### config.mk
export PLATFORM = sky130hd
export DESIGN_NAME = aidc_lite_comp_out_buf_flat
export DESIGN_NICKNAME = d
export VERILOG_FILES = /design/src/rtl/aidc_lite_pkg.sv /design/src/rtl/aidc_lite_comp_out_buf_if.sv /design/src/rtl/aidc_lite_out_bank.sv /design/src/rtl/aidc_lite_comp_out_buf.sv /design/src/flat_wrapper.sv
export SDC_FILE = /design/constraint.sdc
export NUM_CORES = 1
export LEC_CHECK = 0
export BUFFER_PORTS_ARGS = -buffer_cell sky130_fd_sc_hd__buf_2
export CORE_UTILIZATION = 48
export DETAILED_ROUTE_END_ITERATION = 6
export GPL_ROUTABILITY_DRIVEN = 0
export HOLD_SLACK_MARGIN = 0.1
export PLACE_DENSITY_LB_ADDON = 0.15
export SYNTH_ARGS = -nofsm -noshare
export SYNTH_HDL_FRONTEND = slang
export SYNTH_SLANG_ARGS = --single-unit
export TNS_END_PERCENT = 20
### constraint.sdc
create_clock -name clk -period 7.8 [get_ports clk]
set_input_delay 1.17 -clock clk [delete_from_list [all_inputs] [get_ports clk]]
set_output_delay 1.17 -clock clk [all_outputs]
set_load 0.03 [all_outputs]
### src/rtl/aidc_lite_pkg.sv
// Shared constants, pointer types and the beat half-select helper for the
// compressor output buffer.
package aidc_lite_pkg;

    localparam int AIDC_LITE_BLK_WORDS = 8;
    localparam int AIDC_LITE_RD_BEATS  = 16;

    typedef logic        bank_idx_t;
    typedef logic [2:0]  wr_ptr_t;
    typedef logic [3:0]  rd_ptr_t;
    typedef logic [63:0] word_t;
    typedef logic [31:0] beat_t;

    localparam wr_ptr_t WP_LAST = wr_ptr_t'(AIDC_LITE_BLK_WORDS - 1);
    localparam rd_ptr_t RP_LAST = rd_ptr_t'(AIDC_LITE_RD_BEATS - 1);

    // Upper half is served first to match the engine's packing order.
    function automatic beat_t half_sel(input word_t w, input logic lo);
        return lo ? w[31:0] : w[63:32];
    endfunction

endpackage

### src/rtl/aidc_lite_comp_out_buf_if.sv
// Compressor write port and engine read port of the output buffer.
// master = compressor/engine side, slave = buffer.
interface aidc_lite_comp_out_buf_if;
    import aidc_lite_pkg::*;

    logic  wr_en_i;
    logic  wr_sop_i;
    logic  wr_eop_i;
    word_t wr_data_i;
    logic  ready_o;
    logic  rden_i;
    beat_t rdata_o;
    logic  ovf_o;
    logic  unf_o;
    logic  clr_i;

    modport master (
        output wr_en_i, wr_sop_i, wr_eop_i, wr_data_i, rden_i, clr_i,
        input  ready_o, rdata_o, ovf_o, unf_o
    );

    modport slave (
        input  wr_en_i, wr_sop_i, wr_eop_i, wr_data_i, rden_i, clr_i,
        output ready_o, rdata_o, ovf_o, unf_o
    );

endinterface

### src/rtl/aidc_lite_out_bank.sv
// One 8x64 block bank: storage with zero-fill above a short block's eop word,
// the bank full flag and the 32-bit show-ahead half-select read mux.
module aidc_lite_out_bank
    import aidc_lite_pkg::*;
(
    input  logic    clk,
    input  logic    rst_n,
    input  logic    we,
    input  wr_ptr_t waddr,
    input  logic    weop,
    input  word_t   wdata,
    input  logic    set_full,
    input  logic    clr_full,
    input  rd_ptr_t rp,
    output logic    full,
    output beat_t   rdata
);

    word_t mem [AIDC_LITE_BLK_WORDS];

    // Storage is deliberately not reset; an eop word clears every slot above it.
    always_ff @(posedge clk) begin
        for (int i = 0; i < AIDC_LITE_BLK_WORDS; i++) begin
            if (we && (wr_ptr_t'(i) == waddr))
                mem[i] <= wdata;
            else if (we && weop && (wr_ptr_t'(i) > waddr))
                mem[i] <= '0;
        end
    end

    always_ff @(posedge clk or negedge rst_n) begin
        if (!rst_n)
            full <= 1'b0;
        else if (set_full)
            full <= 1'b1;
        else if (clr_full)
            full <= 1'b0;
    end

    assign rdata = half_sel(mem[rp[3:1]], rp[0]);

endmodule

### src/rtl/aidc_lite_comp_out_buf.sv
// Write-back buffer: collects 8x64-bit compressed words per block and serves
// them as 16 show-ahead 32-bit beats. AIDC_LITE_OUT_BUF_PINGPONG_EN adds a second bank.
module aidc_lite_comp_out_buf
    import aidc_lite_pkg::*;
(
    input  logic clk,
    input  logic rst_n,
    aidc_lite_comp_out_buf_if.slave bus
);

`ifdef AIDC_LITE_OUT_BUF_PINGPONG_EN
    localparam int NUM_BANKS = 2;
`else
    localparam int NUM_BANKS = 1;
`endif

    wr_ptr_t wp;
    wr_ptr_t wr_addr;
    rd_ptr_t rp;
    logic    fill_full;
    logic    drain_full;
    beat_t   rdata_sel;
    logic    wr_acc;
    logic    wr_done;
    logic    rd_acc;
    logic    rd_last;
    logic    ovf;
    logic    unf;

    logic    full       [NUM_BANKS];
    beat_t   bank_rdata [NUM_BANKS];
    logic    bank_we    [NUM_BANKS];
    logic    bank_set   [NUM_BANKS];
    logic    bank_clr   [NUM_BANKS];

    // A full fill bank drops the word, even if that bank is freed this same cycle.
    always_comb begin
        wr_addr = bus.wr_sop_i ? '0 : wp;
        wr_acc  = bus.wr_en_i && !fill_full;
        wr_done = wr_acc && (bus.wr_eop_i || (wr_addr == WP_LAST));
        rd_acc  = bus.rden_i && drain_full;
        rd_last = rd_acc && (rp == RP_LAST);
    end

`ifdef AIDC_LITE_OUT_BUF_PINGPONG_EN
    bank_idx_t fb;
    bank_idx_t db;

    always_ff @(posedge clk or negedge rst_n) begin
        if (!rst_n) begin
            fb <= 1'b0;
            db <= 1'b0;
        end else begin
            if (wr_done)
                fb <= ~fb;
            if (rd_last)
                db <= ~db;
        end
    end

    always_comb begin
        fill_full  = full[fb];
        drain_full = full[db];
        rdata_sel  = bank_rdata[db];
        for (int b = 0; b < NUM_BANKS; b++) begin
            bank_we[b]  = wr_acc  && (fb == bank_idx_t'(b));
            bank_set[b] = wr_done && (fb == bank_idx_t'(b));
            bank_clr[b] = rd_last && (db == bank_idx_t'(b));
        end
    end
`else
    always_comb begin
        fill_full   = full[0];
        drain_full  = full[0];
        rdata_sel   = bank_rdata[0];
        bank_we[0]  = wr_acc;
        bank_set[0] = wr_done;
        bank_clr[0] = rd_last;
    end
`endif

    for (genvar b = 0; b < NUM_BANKS; b++) begin : g_bank
        aidc_lite_out_bank u_bank (
            .clk      (clk),
            .rst_n    (rst_n),
            .we       (bank_we[b]),
            .waddr    (wr_addr),
            .weop     (bus.wr_eop_i),
            .wdata    (bus.wr_data_i),
            .set_full (bank_set[b]),
            .clr_full (bank_clr[b]),
            .rp       (rp),
            .full     (full[b]),
            .rdata    (bank_rdata[b])
        );
    end

    // clr_i wins over a same-cycle overflow/underflow event.
    always_ff @(posedge clk or negedge rst_n) begin
        if (!rst_n) begin
            wp  <= '0;
            rp  <= '0;
            ovf <= 1'b0;
            unf <= 1'b0;
        end else begin
            if (wr_acc)
                wp <= wr_done ? '0 : wr_addr + 1'b1;
            if (rd_acc)
                rp <= rp + 1'b1;
            if (bus.clr_i)
                ovf <= 1'b0;
            else if (bus.wr_en_i && fill_full)
                ovf <= 1'b1;
            if (bus.clr_i)
                unf <= 1'b0;
            else if (bus.rden_i && !drain_full)
                unf <= 1'b1;
        end
    end

    assign bus.ready_o = drain_full;
    assign bus.rdata_o = rdata_sel;
    assign bus.ovf_o   = ovf;
    assign bus.unf_o   = unf;

endmodule

### src/flat_wrapper.sv
// flat-port wrapper written by rule: the top's interface ports become plain ports
module aidc_lite_comp_out_buf_flat import aidc_lite_pkg::*;
  (clk, rst_n, bus_wr_en_i, bus_wr_sop_i, bus_wr_eop_i, bus_wr_data_i, bus_rden_i, bus_clr_i, bus_ready_o, bus_rdata_o, bus_ovf_o, bus_unf_o);
  aidc_lite_comp_out_buf_if bus_i ();
  input  logic clk;
  input  logic rst_n;
  input wire logic [$bits(bus_i.wr_en_i)-1:0] bus_wr_en_i;
  input wire logic [$bits(bus_i.wr_sop_i)-1:0] bus_wr_sop_i;
  input wire logic [$bits(bus_i.wr_eop_i)-1:0] bus_wr_eop_i;
  input wire logic [$bits(bus_i.wr_data_i)-1:0] bus_wr_data_i;
  input wire logic [$bits(bus_i.rden_i)-1:0] bus_rden_i;
  input wire logic [$bits(bus_i.clr_i)-1:0] bus_clr_i;
  output wire logic [$bits(bus_i.ready_o)-1:0] bus_ready_o;
  output wire logic [$bits(bus_i.rdata_o)-1:0] bus_rdata_o;
  output wire logic [$bits(bus_i.ovf_o)-1:0] bus_ovf_o;
  output wire logic [$bits(bus_i.unf_o)-1:0] bus_unf_o;
  assign bus_i.wr_en_i = bus_wr_en_i;
  assign bus_i.wr_sop_i = bus_wr_sop_i;
  assign bus_i.wr_eop_i = bus_wr_eop_i;
  assign bus_i.wr_data_i = bus_wr_data_i;
  assign bus_i.rden_i = bus_rden_i;
  assign bus_i.clr_i = bus_clr_i;
  assign bus_ready_o = bus_i.ready_o;
  assign bus_rdata_o = bus_i.rdata_o;
  assign bus_ovf_o = bus_i.ovf_o;
  assign bus_unf_o = bus_i.unf_o;
  aidc_lite_comp_out_buf u_core (.clk(clk), .rst_n(rst_n), .bus(bus_i));
endmodule
## Yosys cells after proc, flatten, opt, wreduce, memory -nomap -nowiden

Memories as Yosys holds them, arrays and structs flattened.
Cells that the tools add are included.

- Bits in registers: 10
- Latch bits: 0
- RAM bits: 512
- Memory bits (read-only): 0
- Bits of input ports: 71
- Output and inout port bits: 35
- Logic and storage cells: 119
- Memories kept: 1

- Add/sub/neg operators: 2
- $mul: 0
- Divide/modulo/power cells: 0
- Order comparisons: 8
- Eq/ne operators: 9
- Shift operators: 0
- Multiplexer cells: 57
- Bitwise logic cells: 8
- Reduce and logical (&&, ||, !) cells: 29

Memories:

| memory | depth | bits a word | read ports | clocked after Yosys merged registers in | wr ports | line | source |
|---|---|---|---|---|---|---|---|
| u_core.g_bank[0].u_bank.mem | 8 | 64 | 1 | 0 | 8 | aidc_lite_out_bank.sv:19 | `word_t mem [AIDC_LITE_BLK_WORDS];` |

Operators by type and width:

| cell | number |
|---|---|
| 2-to-1 mux 64 bit | 8 |
| 2-to-1 mux 1 bit | 46 |
| 2-to-1 mux 32 bit | 1 |
| logical AND 1 bit | 23 |
| equality test 3 bit (first input constant) | 4 |
| > comparator 3 bit (first input constant) | 4 |
| bitwise OR 1 bit | 8 |
| equality test 2 x 3 -> 1 bit (first input constant) | 2 |
| > comparator 1 x 3 -> 1 bit (first input constant) | 2 |
| > comparator 2 x 3 -> 1 bit (first input constant) | 2 |
| 2-to-1 mux 3 bit | 2 |
| nonzero test 2 bit | 3 |
| adder 4 x 1 -> 4 bit (second input constant) | 1 |
| equality test 4 bit (second input constant) | 1 |
| adder 3 x 1 -> 3 bit (second input constant) | 1 |
| equality test 1 x 3 -> 1 bit (first input constant) | 1 |
| equality test 3 bit (second input constant) | 1 |
| zero test 3 bit | 1 |
| zero test 1 bit | 1 |
| logical OR 1 bit | 1 |

## Logic depth before layout (Yosys ltp)

- Depth after elaboration: 8
- Mapped depth: 7
- Mapped depth without buffers: 6

## Cells and area by module

From an unflattened synthesis, not the netlist that was laid out.

- Cells, all modules: 1418
- Area total of the unflattened synthesis: 22545.4 µm²

Modules (own cells, without submodules):

| module | instances | cells an instance | area an instance (µm²) | seq. area each (µm²) |
|---|---|---|---|---|
| aidc_lite_out_bank | 1 | 1380 | 22105.0 | 14759.2 |
| aidc_lite_comp_out_buf | 1 | 38 | 440.4 | 225.2 |

## Least setup slack after synthesis

OpenSTA, ideal clock, no wires.

- Kind: input port to flip-flop
- Start point: in bus_wr_sop_i
- End point: mem u_core.g_bank[0].u_bank.mem[5][0] (netlist name) (enable)
- Library setup time: 0.582 ns
- Arrival: 6.347 ns
- Required time: 7.218 ns
- Slack: 0.872 ns
- Stages: 4
- Buffers on the path: 0
- Cells stage by stage: or2b_4 -> inv_4 -> a21oi_1 -> a211oi_1

RTL lines:

| item | line | source |
|---|---|---|
| from (decl) | flat_wrapper.sv:8 | `input wire logic [$bits(bus_i.wr_sop_i)-1:0] bus_wr_sop_i;` |
| to (decl) | aidc_lite_out_bank.sv:19 |  |

## Final worst setup path

- Start point: reg u_core.rp[2]
- End point: out bus_rdata_o[11]

- Cells in the longest elaborated chain, start to end: 2

Ends and longest elaborated chain:

| item | line | source |
|---|---|---|
| from (decl) | aidc_lite_comp_out_buf.sv:19 | `rd_ptr_t rp;` |
| from (signal assigned) | aidc_lite_comp_out_buf.sv:109 | `rp <= rp + 1'b1;` |
| memory (8 x 64 bit) | n/a |  |
| 2-to-1 mux 32 bit | aidc_lite_pkg.sv:19 | `return lo ? w[31:0] : w[63:32];` |
| to (decl) | flat_wrapper.sv:14 | `output wire logic [$bits(bus_i.rdata_o)-1:0] bus_rdata_o;` |

Every way passes these cells.

==> flow_summary.yaml <==
outcome:
  status: "finished clean"
synthesis:
  synth_ff_type: "edfxtp_1"
  yosys_warnings: 0
  yosysSeqAreaShare_pct: 66.2
  ys_types: 40
  syn_area_mm2: 0.0226
  netlist_instances: 1425
  yosys.area.top_type: "edfxtp_1"
  async_flop_share_pct: 1.92
  synth_simple_gate_area_share_pct: 12.2
  syn_area_per_cell_um2: 15.9
  yosys.area_share.adder_pct: 0.166
  syn_nets: 1499
  ys_ff_latch: 522
  synth_xor_area_share_pct: 0.116
  synth_top_family_by_area: "multiplexers"
  netlist.area_leader.share_pct: 59.4
  synth_edf_count: 448
  synthMuxAreaShare_pct: 12.8
  netlist_top_cells_area: "edfxtp_1 59%, mux4_2 13%, and2_1 7.1%"
  synth_compound_area_share_pct: 5.02
cts:
  cts.hold.buffers_added: 0
  cts_max_level: 2
  clk_pin_slew_worst_paths_ns: 0.06
  clockBufferDepth: 3
  cts_setup_buffers: 0
  cts_tree: "yes"
  numCtsBuffers: 54
  clk_latency_ns: 0.60
  cts_sinks: 522
  post_cts_resized: 0
  cts-root-buf: "clkbuf_16"
power:
  ir_drop_v: 0.000272
  leakage_nw: 8.58
  internal_power_w: 0.00590
  p_switching_w: 0.00299
  p_clk_share_pct: 27.7
  swShare_pct: 33.6
  p_per_area_mw_per_mm2: 353
  pwr-share-comb_pct: 31.9
  seqPwrFrac_pct: 40.4
setup_path:
  cp.required_ns: 6.63
  critPathMaxFanout: 61
  crit_slowest_cell: "dfrtp_4"
  slowest_delay_ns: 1.08
  setup.worst_path.end_class: "output port"
  crit_arrival_ns: 3.53
  cp_cell_sequence: "buf_4, mux4_2, a22oi_1, nand2_1, buf_2"
  path_class: "register to output port"
  start_kind: "register"
detailed_routing:
  num_vias: 12383
  firstDrtPassIters: 5
  drt-total-wl_um: 57900
  route.top_layer_used: "met5"
  wl_met2_um: 28700
  drt_iter0_drc: 1040
  met3_length_um: 3330
  routedWlPerCell_um: 27.4
  drc_errors: 0
  ant_nets: 0
  m1WireLength_um: 24400
  via_per_inst: 5.87
final_layout:
  final_nets: 1522
  multi_input_area_mm2: 0.00699
  drive_gt1_share_pct: 24.1
  syn2layout_area_growth_pct: 11.3
  fill_cells: 3744
  finish.utilization_pct: 54.1
  design_area_mm2: 0.0252
  seqCellArea_mm2: 0.0150
sta:
  fin_hold_ws_ns: 0.443
  slew_headroom_pct: 24.3
  hold_viol_final: 0
  min_period_over_period_pct: 60.2
  clock.fmax_ghz: 0.213
  skew_ns: 0.0132
  finalMaxSlewViolations: 0
  tns_ns: 0
  rsz0062_at_grt: "no"
  worstMarginPinSlew_ns: 1.14
  period_needed_ns: 4.70
  finalSetupViolCount: 0
  setup_slack_ns: 3.10
global_route:
  grt_max_degree: 77
  grt_pass1_wl_um: 85100
  grt-ovfl-total: 0
  grt_pass1_vias: 12822
  antenna_found_initial: 24
  grt_usage_pct: 24.9
floorplanning:
  dieHeight_um: 219
  start_util_pct: 48.6
  die_w_um: 219
  core_mm2: 0.0466
  die_area_mm2: 0.0480
  io-pin-count: 106
  rows: 79
placement:
  placed_cell_area_mm2: 0.0235
  hpwl_um: 29800
  port_buffers: 105
  dp_slack_ns: 3.63
min_path:
  hp-class: "input port to async pin"
job:
  maxCapViolations: 0
-- layout by cell type (no fill, tap or decap), drive strengths merged, types with 5 or more instances in the layout --
cell / Yosys / layout
edfxtp: 448 / 448
and2: 258 / 258
nor2b: 132 / 132
buf: 53 / 131
mux4: 128 / 128
clkbuf: 111 / 79
a22o: 66 / 66
a22oi: 65 / 65
dfxtp: 64 / 64
nand2: 36 / 36
clkinv: 0 / 20
nor2: 13 / 13
diode: 0 / 11
dfrtp: 10 / 10
a21oi: 5 / 5
inv: 4 / 5
-- worst max-delay path: cells and delay by family, from the launching register on --
kind,cells,cell delay (ns)
AND/OR/NAND/NOR,1,0.11
multiplexers,1,0.40
flip-flops,1,1.08
buffers and inverters,2,0.86
AO/OA/AOI/OAI,1,0.45
-- synthesized netlist by cell type, types with 2 or more instances --
master	number
buf_2	23
a22o_1	66
inv_1	3
buf_4	13
nor2b_1	132
nand2_1	36
a22oi_1	65
nand3_1	4
and3b_1	2
and2_1	258
xnor2_1	2
o21ai_2	2
dfxtp_1	64
buf_6	9
nor2_1	12
nand2b_1	2
buf_1	8
nor3_1	3
clkbuf_1	111
mux4_2	128
a21oi_1	5
ha_1	3
edfxtp_1	448
dfrtp_1	10
-- metrics by stage --
stage,std cells,total power (W)
6_report,2110,0.00888
4_1_cts,2099,0.00896
3_3_place_gp,1999,0.00649
3_5_place_dp,1999,0.00652
2_1_floorplan,1425,0.00564
5_1_grt,2106,0.00924
-- power groups by stage --
stage / clock (W) / combinational (W) / sequential [W]
2_1_floorplan: 0 / 0.00211 / 0.00353
3_3_place_gp: 0 / 0.00285 / 0.00364
3_5_place_dp: 0 / 0.00287 / 0.00365
4_1_cts: 0.00250 / 0.00287 / 0.00359
5_1_grt: 0.00260 / 0.00302 / 0.00362
6_report: 0.00246 / 0.00283 / 0.00359
-- kinds of logic after synthesis --
logic type / count (synthesis)
flip-flops: 522
buffers and inverters: 168
XOR/XNOR: 3
multiplexers: 130
adder cells (fa/ha/maj): 3
AND/OR/NAND/NOR: 457
AO/OA/AOI/OAI: 142
-- area by class of cell --
cell class / count / area share, %
Inverter: 4 / 0.0695
Multi-Input combinational cell: 735 / 27.7
Sequential cell: 522 / 59.5
Clock buffer: 79 / 6.26
Clock inverter: 21 / 0.422
Timing Repair Buffer: 131 / 2.91
Antenna cell: 11 / 0.109
Tap cell: 607 / 3.01
-- worst paths after layout --
path,from,endpoint,depth (start not counted),slack [ns]
max in group asynchronous,rst_n,u_core.rp[2],1,7.10
worst min-delay path,rst_n,u_core.wp[1],1,0.44
worst max register to register,u_core.g_bank[0].u_bank.full,u_core.g_bank[0].u_bank.mem[2][16],5,4.42
worst min register to register,u_core.g_bank[0].u_bank.mem[4][22],u_core.g_bank[0].u_bank.mem[4][22],1,0.47
min in group clk,u_core.g_bank[0].u_bank.mem[4][22],u_core.g_bank[0].u_bank.mem[4][22],1,0.47
worst max-delay path,u_core.rp[2],bus_rdata_o[11],5,3.10
-- metal layers --
layer	vias up	global-route usage (%)
li1	5379	-
met1	6498	33.4
met2	401	41.7
met3	99	3.81
met4	6	8.13
met5	-	0
-- registers in the layout, indices dropped and copies added (netlist names) --
register                   flops
u_core.rp                      4
u_core.bus.ovf_o               1
u_core.g_bank.u_bank.mem     512
u_core.bus.unf_o               1
u_core.g_bank.u_bank.full      1
u_core.wp                      3
No activity file was read; power rests on OpenSTA's default activity.
